`src/rtl/riscv_base_div_ctrl.sv`:
```
// Issue/launch/writeback controller sitting in front of the base divider.
// Optional watchdog on the divider response: define RISCV_DIV_TIMEOUT_EN.
module riscv_base_div_ctrl #(
  parameter int unsigned TIMEOUT_CYCLES = 64
) (
  input  logic        clk_i,
  input  logic        rst_i,
  input  logic        issue_valid_i,
  output logic        issue_ready_o,
  input  logic [31:0] issue_opcode_i,
  input  logic [31:0] issue_pc_i,
  input  logic [4:0]  issue_rd_idx_i,
  input  logic [4:0]  issue_ra_idx_i,
  input  logic [4:0]  issue_rb_idx_i,
  input  logic [31:0] issue_ra_operand_i,
  input  logic [31:0] issue_rb_operand_i,
  output logic        div_valid_o,
  output logic [31:0] div_opcode_o,
  output logic [31:0] div_pc_o,
  output logic [4:0]  div_rd_idx_o,
  output logic [4:0]  div_ra_idx_o,
  output logic [4:0]  div_rb_idx_o,
  output logic [31:0] div_ra_operand_o,
  output logic [31:0] div_rb_operand_o,
  input  logic        div_wb_valid_i,
  input  logic [31:0] div_wb_value_i,
  input  logic        flush_i,
  input  logic [4:0]  hz_ra_idx_i,
  input  logic [4:0]  hz_rb_idx_i,
  output logic        hazard_o,
  output logic        rf_wr_valid_o,
  output logic [4:0]  rf_wr_idx_o,
  output logic [31:0] rf_wr_value_o,
  input  logic        rf_wr_ready_i,
  output logic        busy_o,
  output logic        timeout_o
);

  typedef enum logic [2:0] {IDLE, LAUNCH, WAIT, WB, DRAIN} state_t;

  state_t      state, state_nxt;
  logic [31:0] result;
  logic        accept;
  logic        rd_nz;
  logic        wd_expire;
  logic        wd_fire;

  assign issue_ready_o = (state == IDLE) & ~flush_i;
  assign accept        = issue_valid_i & issue_ready_o;
  assign rd_nz         = (div_rd_idx_o != 5'd0);

`ifdef RISCV_DIV_TIMEOUT_EN
  localparam int CNT_W = $clog2(TIMEOUT_CYCLES + 1);

  logic [CNT_W-1:0] wd_cnt;

  // Counter restarts on every state change, so WAIT and DRAIN each get a full window.
  assign wd_expire = ((state == WAIT) || (state == DRAIN)) && !div_wb_valid_i &&
                     (wd_cnt == CNT_W'(TIMEOUT_CYCLES));
  assign wd_fire   = (state == WAIT) && wd_expire && !flush_i;
  assign timeout_o = wd_fire;

  always_ff @(posedge clk_i or posedge rst_i) begin
    if (rst_i) begin
      wd_cnt <= '0;
    end else if (state_nxt != state) begin
      wd_cnt <= '0;
    end else if ((state == WAIT) || (state == DRAIN)) begin
      wd_cnt <= wd_cnt + CNT_W'(1);
    end
  end
`else
  assign wd_expire = 1'b0;
  assign wd_fire   = 1'b0;
  // Watchdog compiled out; the parameter only matters when it is built in.
  assign timeout_o = 1'b0 & (TIMEOUT_CYCLES == 0);
`endif

  always_ff @(posedge clk_i or posedge rst_i) begin
    if (rst_i) begin
      state <= IDLE;
    end else begin
      state <= state_nxt;
    end
  end

  always_comb begin
    state_nxt = state;
    unique case (state)
      IDLE:   if (accept) state_nxt = LAUNCH;
      LAUNCH: state_nxt = flush_i ? DRAIN : WAIT;
      WAIT: begin
        if (div_wb_valid_i) begin
          state_nxt = (rd_nz && !flush_i) ? WB : IDLE;
        end else if (flush_i) begin
          state_nxt = DRAIN;
        end else if (wd_fire) begin
          state_nxt = rd_nz ? WB : IDLE;
        end
      end
      WB:     if (rf_wr_ready_i || flush_i) state_nxt = IDLE;
      DRAIN:  if (div_wb_valid_i || wd_expire) state_nxt = IDLE;
      default: state_nxt = IDLE;
    endcase
  end

  // Launch payload: captured on acceptance, held until the next one.
  always_ff @(posedge clk_i or posedge rst_i) begin
    if (rst_i) begin
      div_opcode_o     <= '0;
      div_pc_o         <= '0;
      div_rd_idx_o     <= '0;
      div_ra_idx_o     <= '0;
      div_rb_idx_o     <= '0;
      div_ra_operand_o <= '0;
      div_rb_operand_o <= '0;
    end else if (accept) begin
      div_opcode_o     <= issue_opcode_i;
      div_pc_o         <= issue_pc_i;
      div_rd_idx_o     <= issue_rd_idx_i;
      div_ra_idx_o     <= issue_ra_idx_i;
      div_rb_idx_o     <= issue_rb_idx_i;
      div_ra_operand_o <= issue_ra_operand_i;
      div_rb_operand_o <= issue_rb_operand_i;
    end
  end

  always_ff @(posedge clk_i or posedge rst_i) begin
    if (rst_i) begin
      result <= '0;
    end else if (state == WAIT) begin
      if (div_wb_valid_i) begin
        result <= div_wb_value_i;
      end else if (wd_fire) begin
        result <= 32'hFFFF_FFFF;
      end
    end
  end

  assign div_valid_o   = (state == LAUNCH);
  assign busy_o        = (state != IDLE);
  assign rf_wr_valid_o = (state == WB);
  assign rf_wr_idx_o   = rf_wr_valid_o ? div_rd_idx_o : 5'd0;
  assign rf_wr_value_o = rf_wr_valid_o ? result : 32'd0;

  assign hazard_o = ((state == LAUNCH) || (state == WAIT) || (state == WB)) && rd_nz &&
                    ((hz_ra_idx_i == div_rd_idx_o) || (hz_rb_idx_i == div_rd_idx_o));

endmodule

```
`config.mk`:
```
export PLATFORM = sky130hd
export DESIGN_NAME = riscv_base_div_ctrl
export DESIGN_NICKNAME = d
export VERILOG_FILES = /design/src/rtl/riscv_base_div_ctrl.sv
export SDC_FILE = /design/constraint.sdc
export NUM_CORES = 1
export LEC_CHECK = 0
export CORE_AREA = 2 2 146 148
export CTS_BUF_LIST = sky130_fd_sc_hd__clkbuf_8
export DETAILED_ROUTE_END_ITERATION = 10
export DIE_AREA = 0 0 148 150
export GPL_TIMING_DRIVEN = 0
export PLACE_DENSITY = 0.73
export SETUP_SLACK_MARGIN = 0.3
export SLEW_MARGIN = 40
export SYNTH_ARGS = -nofsm -noshare
export SYNTH_HDL_FRONTEND = slang
export SYNTH_SLANG_ARGS = --single-unit
```
`constraint.sdc`:
```
create_clock -name clk_i -period 8.8 [get_ports clk_i]
set_input_delay 2.2 -clock clk_i [delete_from_list [all_inputs] [get_ports clk_i]]
set_output_delay 2.2 -clock clk_i [all_outputs]
set_load 0.02 [all_outputs]
```
==> summary.txt, run 1 <==
Outcome
  – Status: completed

Placement
  – Placed Area: between 10,000 and 15,000 µm²
  – # port buffers: between 300 and 400
  – Hpwl dp: about 15,000 µm
  – GP Congestion: 0.761

Synthesis
  – Synthesized-area fraction occupied by adder cells: 0%
  – Synth top area cells: dfrtp_1 (60%), mux2_2 (16%), mux2_4 (14%)
  – Post-Syn Area per Cell: 16.1 µm²
  – Post-Syn Instances: roughly 460
  – Synthesized area: between 7000 and 8000 µm²
  – Compound-gate portion of the synthesized area: less than 1%
  – Simple-Gate Fraction of Synth Area: 5.10%
  – Main combinational cell family by area after synthesis: multiplexers
  – Distinct cell type count of the synthesized netlist: 27
  – Post-synthesis mux area share: 30.2%
  – Most common cell in the netlist: dfrtp_1
  – Post-Synth XOR/XNOR Area: 1.19%
  – Main synth FF type: dfrtp_1
  – Synth area leader: dfrtp_1
  – Top cell type's share of synthesized area: around 60%
  – Synth warnings: 0
  – Yosys reg bits: roughly 180
  – Top cells by count, synth: dfrtp_1 (178), mux2_2 (105), mux2_4 (70)
  – Register area share after synthesis: ~60%
  – Net Count, Synth: 650
  – Post-synth EDFFs: 0
  – FFs w/ async S/R, synth: 100%

Critical path
  – Worst EP required: between 6 and 7 ns
  – WP buf/inv: 2
  – Crit-path slowest cell: clkdlybuf4s50_1
  – Crit-path max cell delay: roughly 0.66 ns
  – Startpoint types: input port
  – Crit end category: output pin
  – Arr. time, crit path: roughly 3.9 ns
  – Worst path cell trace: clkdlybuf4s50_1 -> xor2_1 -> nor3_1 -> nand3_1 -> a21oi_1 -> clkdlybuf4s50_1
  – Setup CP Type: input port to output pin
  – Reg-to-reg endpoint: div_ra_operand_o[15]$_DFFE_PP0P_
  – R2R cell count: 5
  – CP most frequent cell: clkdlybuf4s50_1
  – CP max FO: 1
  – Worst reg-to-reg setup slack: about 7.0 ns
  – Top delay family on crit path: buffers and inverters
  – RR Startpoint: state[2]$_DFFE_PP0P_

Clock tree
  – CTS buffer count: 17
  – # clock sinks: ~180
  – Post-CTS setup buffers: 0
  – Clk pin slew, worst setup/hold paths: roughly 0.1 ns
  – CTS H-tree lvls: 4
  – Clock latency on the worst-skew pair: between 0.4 and 0.5 ns
  – Hold buffers post-CTS: 0
  – Resize count post-CTS: 0
  – Clock Path Buffers: 2
  – CTS Root Cell: clkbuf_8
  – CTS tree: yes

Die
  – Initial Utilization: 35.7%
  – Die area: 22,200 µm²
  – Die Span X: roughly 150 µm
  – Die height: around 150 µm
  – Row count: 53
  – IO Pins: between 300 and 400
  – Core Footprint: slightly above 20,000 µm²

Run
  – Max capacitance violation total: 0

Global route
  – Grt ovf: 0
  – Vias in the first global route: about 5,600
  – Pin count of the biggest net entering global routing: 71
  – First-pass GRT wire length: about 31,000 µm
  – Global Route Usage Sum: roughly 18%
  – Initial antenna violation count: 0

Drt
  – Detail Route Antenna Nets: 0
  – WL final: 20,200 µm
  – Starting DRT DRC Count: 120
  – Avg WL per Cell: 17.7 µm
  – Residual DRC: 0
  – Router iterations before antenna repair: 4
  – Vias post-DR: 5,142
  – Mean number of vias per cell: roughly 4.5

Timing
  – Minimum clock period: just over 6 ns
  – Setup TNS: 0 ns
  – Final Hold Viols: 0
  – Setup Skew: between 0.01 and 0.015 ns
  – Crit share post-route: 69.2%
  – Fmax: approximately 160 MHz
  – RSZ-0062 raised after global routing: false
  – # setup viols final: 0
  – Max-slew violations: 0
  – Final hold slack: ~0.5 ns

Final layout
  – Share of cells above drive strength 1: a little over a quarter
  – Final instance area: roughly 12,000 µm²
  – Ant diodes: 0
  – Util after Layout: a little under 60%
  – Nets: 1,046
  – Layout area overhead: 61.7%

Power
  – Max IR drop VDD: roughly 0.00018 V
  – Power Dens Cells: ~300 nW/µm²
  – Leak: between 5 and 6 nW
  – Total power: approximately 3.6 mW

Min path
  – HP Start: result[15]$_DFFE_PP0P_
  – Hold depth: 1
  – Worst hold path class: flop to flop
  – Worst Hold End: result[15]$_DFFE_PP0P_
## worst reg2reg max path, delay by kind of cell (launching register included)
family        cells  cell delay, ns
simple gates      2            0.48
mux               1            0.30
buf+inv           2            0.38
flops             1            0.48
## flip-flops by register name, indices dropped and copies added, names as in the netlist
register / cells
div_opcode_o: 32
div_pc_o: 32
div_ra_operand_o: 32
div_rb_operand_o: 32
result: 32
div_ra_idx_o: 5
div_rb_idx_o: 5
div_rd_idx_o: 5
state: 3
## cell usage in the layout (no fill, tap or decap), drive strengths merged, types with 3 or more instances in the layout
master         count
and2              37
nand2              6
clkdlybuf4s50    375
xnor2              4
xor2               6
nor2               4
inv                8
dfrtp            178
clkbuf            22
buf               24
clkinv             3
mux2             175
nor3               5
## final cells by class
cell class | count | area (µm²)
clock inverter | 13 | 150
buffer | 26 | 185
clock buffer | 18 | 248
tap | 275 | 344
inverter | 2 | 15.0
sequential | 178 | 4450
fill | 1735 | 8740
timing repair buffer | 377 | 3810
multi-input combinational | 253 | 2740
## metrics by stage
stage | setup WS (ns) | cells
after floorplan | 1.77 | 459
after global placement | -0.795 | 1109
after detailed placement | 2.69 | 1111
after CTS | 2.69 | 1142
after global routing | 2.59 | 1142
final | 2.71 | 1142
## worst max-delay path by stage
stage / end / from / slack, ns / cells after the start
finish: hazard_o / hz_rb_idx_i[2] / 2.71 / 6
detailed placement: hazard_o / hz_rb_idx_i[2] / 2.69 / 6
floorplan: div_opcode_o[0]$_DFFE_PP0P_ / rst_i / 1.77 / 1
global placement: div_rb_idx_o[2]$_DFFE_PP0P_ / rst_i / -0.80 / 2
global route: hazard_o / hz_ra_idx_i[3] / 2.59 / 6
CTS: hazard_o / hz_rb_idx_i[2] / 2.69 / 6
## power by group
part           switching [mW]  internal [mW]  total (mW)
clock network           0.312          0.265       0.576
logic                   0.705          0.950        1.65
registers               0.211           1.17        1.38
## logic make-up after synthesis
kind of cell	Yosys count
AOI/OAI and AO/OA	6
other	1
xor gates and xnor gates	10
buffers and inverters	28
muxes	175
DFF	178
and+or+nand+nor	61
## per-layer routing
layer,vias up,part of all wire [%],GRT usage [%]
li1,2373,-,-
met1,2517,39,21.1
met2,224,51,31.2
met3,28,7.9,5.98
met4,0,2.2,6.76
met5,-,0,0
No activity file was read; power rests on OpenSTA's default activity.
==> inputs of run 2 (changes only) <==
--- a/config.mk
+++ b/config.mk
@@ -5,12 +5,12 @@
 export SDC_FILE = /design/constraint.sdc
 export NUM_CORES = 1
 export LEC_CHECK = 0
-export CORE_AREA = 2 2 146 148
+export CORE_AREA = 2 2 145 147
 export CTS_BUF_LIST = sky130_fd_sc_hd__clkbuf_8
 export DETAILED_ROUTE_END_ITERATION = 10
-export DIE_AREA = 0 0 148 150
+export DIE_AREA = 0 0 147 149
 export GPL_TIMING_DRIVEN = 0
-export PLACE_DENSITY = 0.73
+export PLACE_DENSITY = 0.77
 export SETUP_SLACK_MARGIN = 0.3
 export SLEW_MARGIN = 40
 export SYNTH_ARGS = -nofsm -noshare
==> constraint.sdc (replaced) <==
create_clock -name clk_i -period 5.3 [get_ports clk_i]
set_input_delay 1.325 -clock clk_i [delete_from_list [all_inputs] [get_ports clk_i]]
set_output_delay 1.325 -clock clk_i [all_outputs]
set_load 0.02 [all_outputs]
==> run 2 against run 1 <==
Final area increased by 1.5%. Worst setup slack got worse by 1.7 ns. Via count increased by 0.51%. Worst hold slack got worse by 0.0035 ns. Critical path type unchanged. Largest cell class unchanged. Largest power group unchanged.
==> summary.txt, run 2 (synthesized netlist as in run 1, its figures left out) <==
Timing
  – Max-slew violations: 0 (unchanged)
  – Setup Skew: 0.0151 ns (was 0.0147 ns)
  – Final hold slack: 0.502 ns (was 0.505 ns)
  – Setup TNS: 0 ns (unchanged)
  – Crit share post-route: approximately four fifths
  – Minimum clock period: between 4 and 5 ns
  – Fmax: between 200 and 250 MHz
  – # setup viols final: 0 (unchanged)
  – Final worst setup slack: 0.977 ns (was 2.71 ns)
  – Final Hold Viols: 0 (unchanged)
  – RSZ-0062 raised after global routing: false (unchanged)

Global route
  – Global Route Usage Sum: 17.9% (was 18.1%)
  – GR peak layer: met2 (unchanged)
  – Grt met1 use: 20.2% (was 21.1%)
  – Vias in the first global route: 5,572 (was 5,575)
  – Pin count of the biggest net entering global routing: 26 (was 71)
  – Initial antenna violation count: 0 (unchanged)
  – Met3 Use GR: 6.91% (was 5.98%)
  – Met2 Resource Use GR: 31.4% (was 31.2%)
  – First-pass GRT wire length: 30,500 µm (was 30,900 µm)
  – Grt ovf: 0 (unchanged)

Die
  – Die Span X: 147 µm (was 148 µm)
  – IO Pins: 377 (unchanged)
  – Row count: 53 (unchanged)
  – Die area: 21,900 µm² (was 22,200 µm²)
  – Initial Utilization: 35.9% (was 35.7%)
  – Core Footprint: 20,600 µm² (was 20,700 µm²)
  – Die height: 149 µm (was 150 µm)

Power
  – Logic pwr share: 45.3% (was 45.8%)
  – Seq pwr share: 37.7% (was 38.3%)
  – Max IR drop VDD: 0.000306 V (was 0.000182 V)
  – Switching power total: 2.03 mW (was 1.23 mW)
  – P_int: 4.05 mW (was 2.39 mW)
  – Leak: 5.25 nW (was 5.16 nW)
  – Clock power frac: 17.1% (was 15.9%)
  – Power Dens Cells: 502 nW/µm² (was 302 nW/µm²)
  – Sw Ratio: 33.4% (was 34.0%)

Clock tree
  – Resize count post-CTS: 0 (unchanged)
  – Post-CTS setup buffers: 0 (unchanged)
  – CTS buffer count: 17 (unchanged)
  – CTS Root Cell: clkbuf_8 (unchanged)
  – Hold buffers post-CTS: 0 (unchanged)
  – Clock Path Buffers: 2 (unchanged)
  – Clk pin slew, worst setup/hold paths: 0.08 ns (was 0.10 ns)
  – Clock latency on the worst-skew pair: 0.44 ns (was 0.45 ns)
  – CTS tree: yes (unchanged)
  – # clock sinks: 178 (unchanged)
  – CTS H-tree lvls: 4 (unchanged)

Critical path
  – Setup CP Type: input port to output pin (unchanged)
  – CP max FO: 1 (unchanged)
  – Crit end category: output pin (unchanged)
  – Worst EP required: 3.97 ns (was 6.60 ns)
  – Startpoint types: input port (unchanged)
  – Arr. time, crit path: 3.00 ns (was 3.89 ns)

Min path
  – Worst hold path class: flop to flop (unchanged)

Drt
  – WL final: 19,800 µm (was 20,200 µm)
  – Starting DRT DRC Count: 91 (was 120)
  – Router iterations before antenna repair: 4 (unchanged)
  – Avg WL per Cell: 17.3 µm (was 17.7 µm)
  – Residual DRC: 0 (unchanged)
  – Detail Route Antenna Nets: 0 (unchanged)
  – Mean number of vias per cell: 4.50 (about the same)
  – Vias post-DR: 5,168 (was 5,142)

Run
  – Max capacitance violation total: 0 (unchanged)

Final layout
  – Layout area overhead: 64.2% (was 61.7%)
  – Ant diodes: 0 (unchanged)
  – Area occupied by multi-input gates: 2740 µm² (unchanged)
  – Nets: 1,053 (was 1,046)
  – Final instance area: 12,100 µm² (was 11,900 µm²)
  – Most frequent cells in the layout: clkdlybuf4s50_1 (375), dfrtp_1 (178), mux2_2 (105) (unchanged)
  – Fill cells: 1,612 (was 1,735)
  – Reg area: 4450 µm² (unchanged)
  – Share of cells above drive strength 1: 27.3% (was 26.8%)
  – Most common cell after layout, fill and taps aside: clkdlybuf4s50_1 (unchanged)

Placement
  – Placed Area: 11,700 µm² (was 11,500 µm²)
  – Pre-CTS setup slack: 0.965 ns (was 2.69 ns)
  – # port buffers: 375 (unchanged)
  – Hpwl dp: 15,500 µm (was 15,400 µm)
  – GP Congestion: 0.780 (was 0.761)

Outcome
  – Status: completed (unchanged)
## run 2: changes by cell type in the layout (fill, tap and decap cells not counted), sizes merged
cell    change
clkinv      -1
bufinv      +2
buf         +7
clkbuf      -1
## run 2: critical path, cell delays in order
cell and delay, ns:
clkdlybuf4s50_1 0.44, xor2_1 0.15, nor3_1 0.19, nand3_1 0.13
a21oi_1 0.15, clkdlybuf4s50_1 0.61
## run 2: final timing paths
path	from	slack (ns)	end	cells after the start
worst max register to register	state[2]$_DFFE_PP0P_	3.54	div_ra_operand_o[4]$_DFFE_PP0P_	5
min in group asynchronous	rst_i	1.21	div_opcode_o[4]$_DFFE_PP0P_	2
max in group asynchronous	rst_i	3.28	div_ra_idx_o[0]$_DFFE_PP0P_	5
worst min-delay path	result[20]$_DFFE_PP0P_	0.50	result[20]$_DFFE_PP0P_	1
worst min register to register	result[20]$_DFFE_PP0P_	0.50	result[20]$_DFFE_PP0P_	1
worst max-delay path	hz_rb_idx_i[2]	0.98	hazard_o	6
## run 2: power groups by stage
stage / clock [mW] / combinational, mW / sequential (mW)
floorplan: 0 / 0.869 / 2.84
global placement: 0 / 2.73 / 2.29
detailed placement: 0 / 2.79 / 2.31
CTS: 1.08 / 2.79 / 2.30
global route: 1.14 / 2.89 / 2.37
finish: 1.04 / 2.76 / 2.29
## run 2: routing by layer
layer / vias to the layer above / wire [µm]
met4: 0 / 450
li1: 2385 / -
met3: 31 / 1840
met2: 246 / 10000
met5: - / 0
met1: 2506 / 7530
## run 2: area by class of cell
type	instances	share of cell area [%]
tap	275	2.84
multi-input combinational	253	22.6
clock buffer	17	1.93
sequential	178	36.7
clock inverter	14	1.65
timing repair buffer	384	32.6
inverter	2	0.0929
buffer	26	1.53
## run 2: per-stage QoR
stage / std cells / utilization, % / power (mW)
2_1_floorplan: 459 / - / 3.71
3_3_place_gp: 1109 / 55.9 / 5.02
3_5_place_dp: 1118 / 56.9 / 5.09
4_1_cts: 1149 / 59.0 / 6.16
5_1_grt: 1149 / 59.0 / 6.40
6_report: 1149 / 59.0 / 6.09
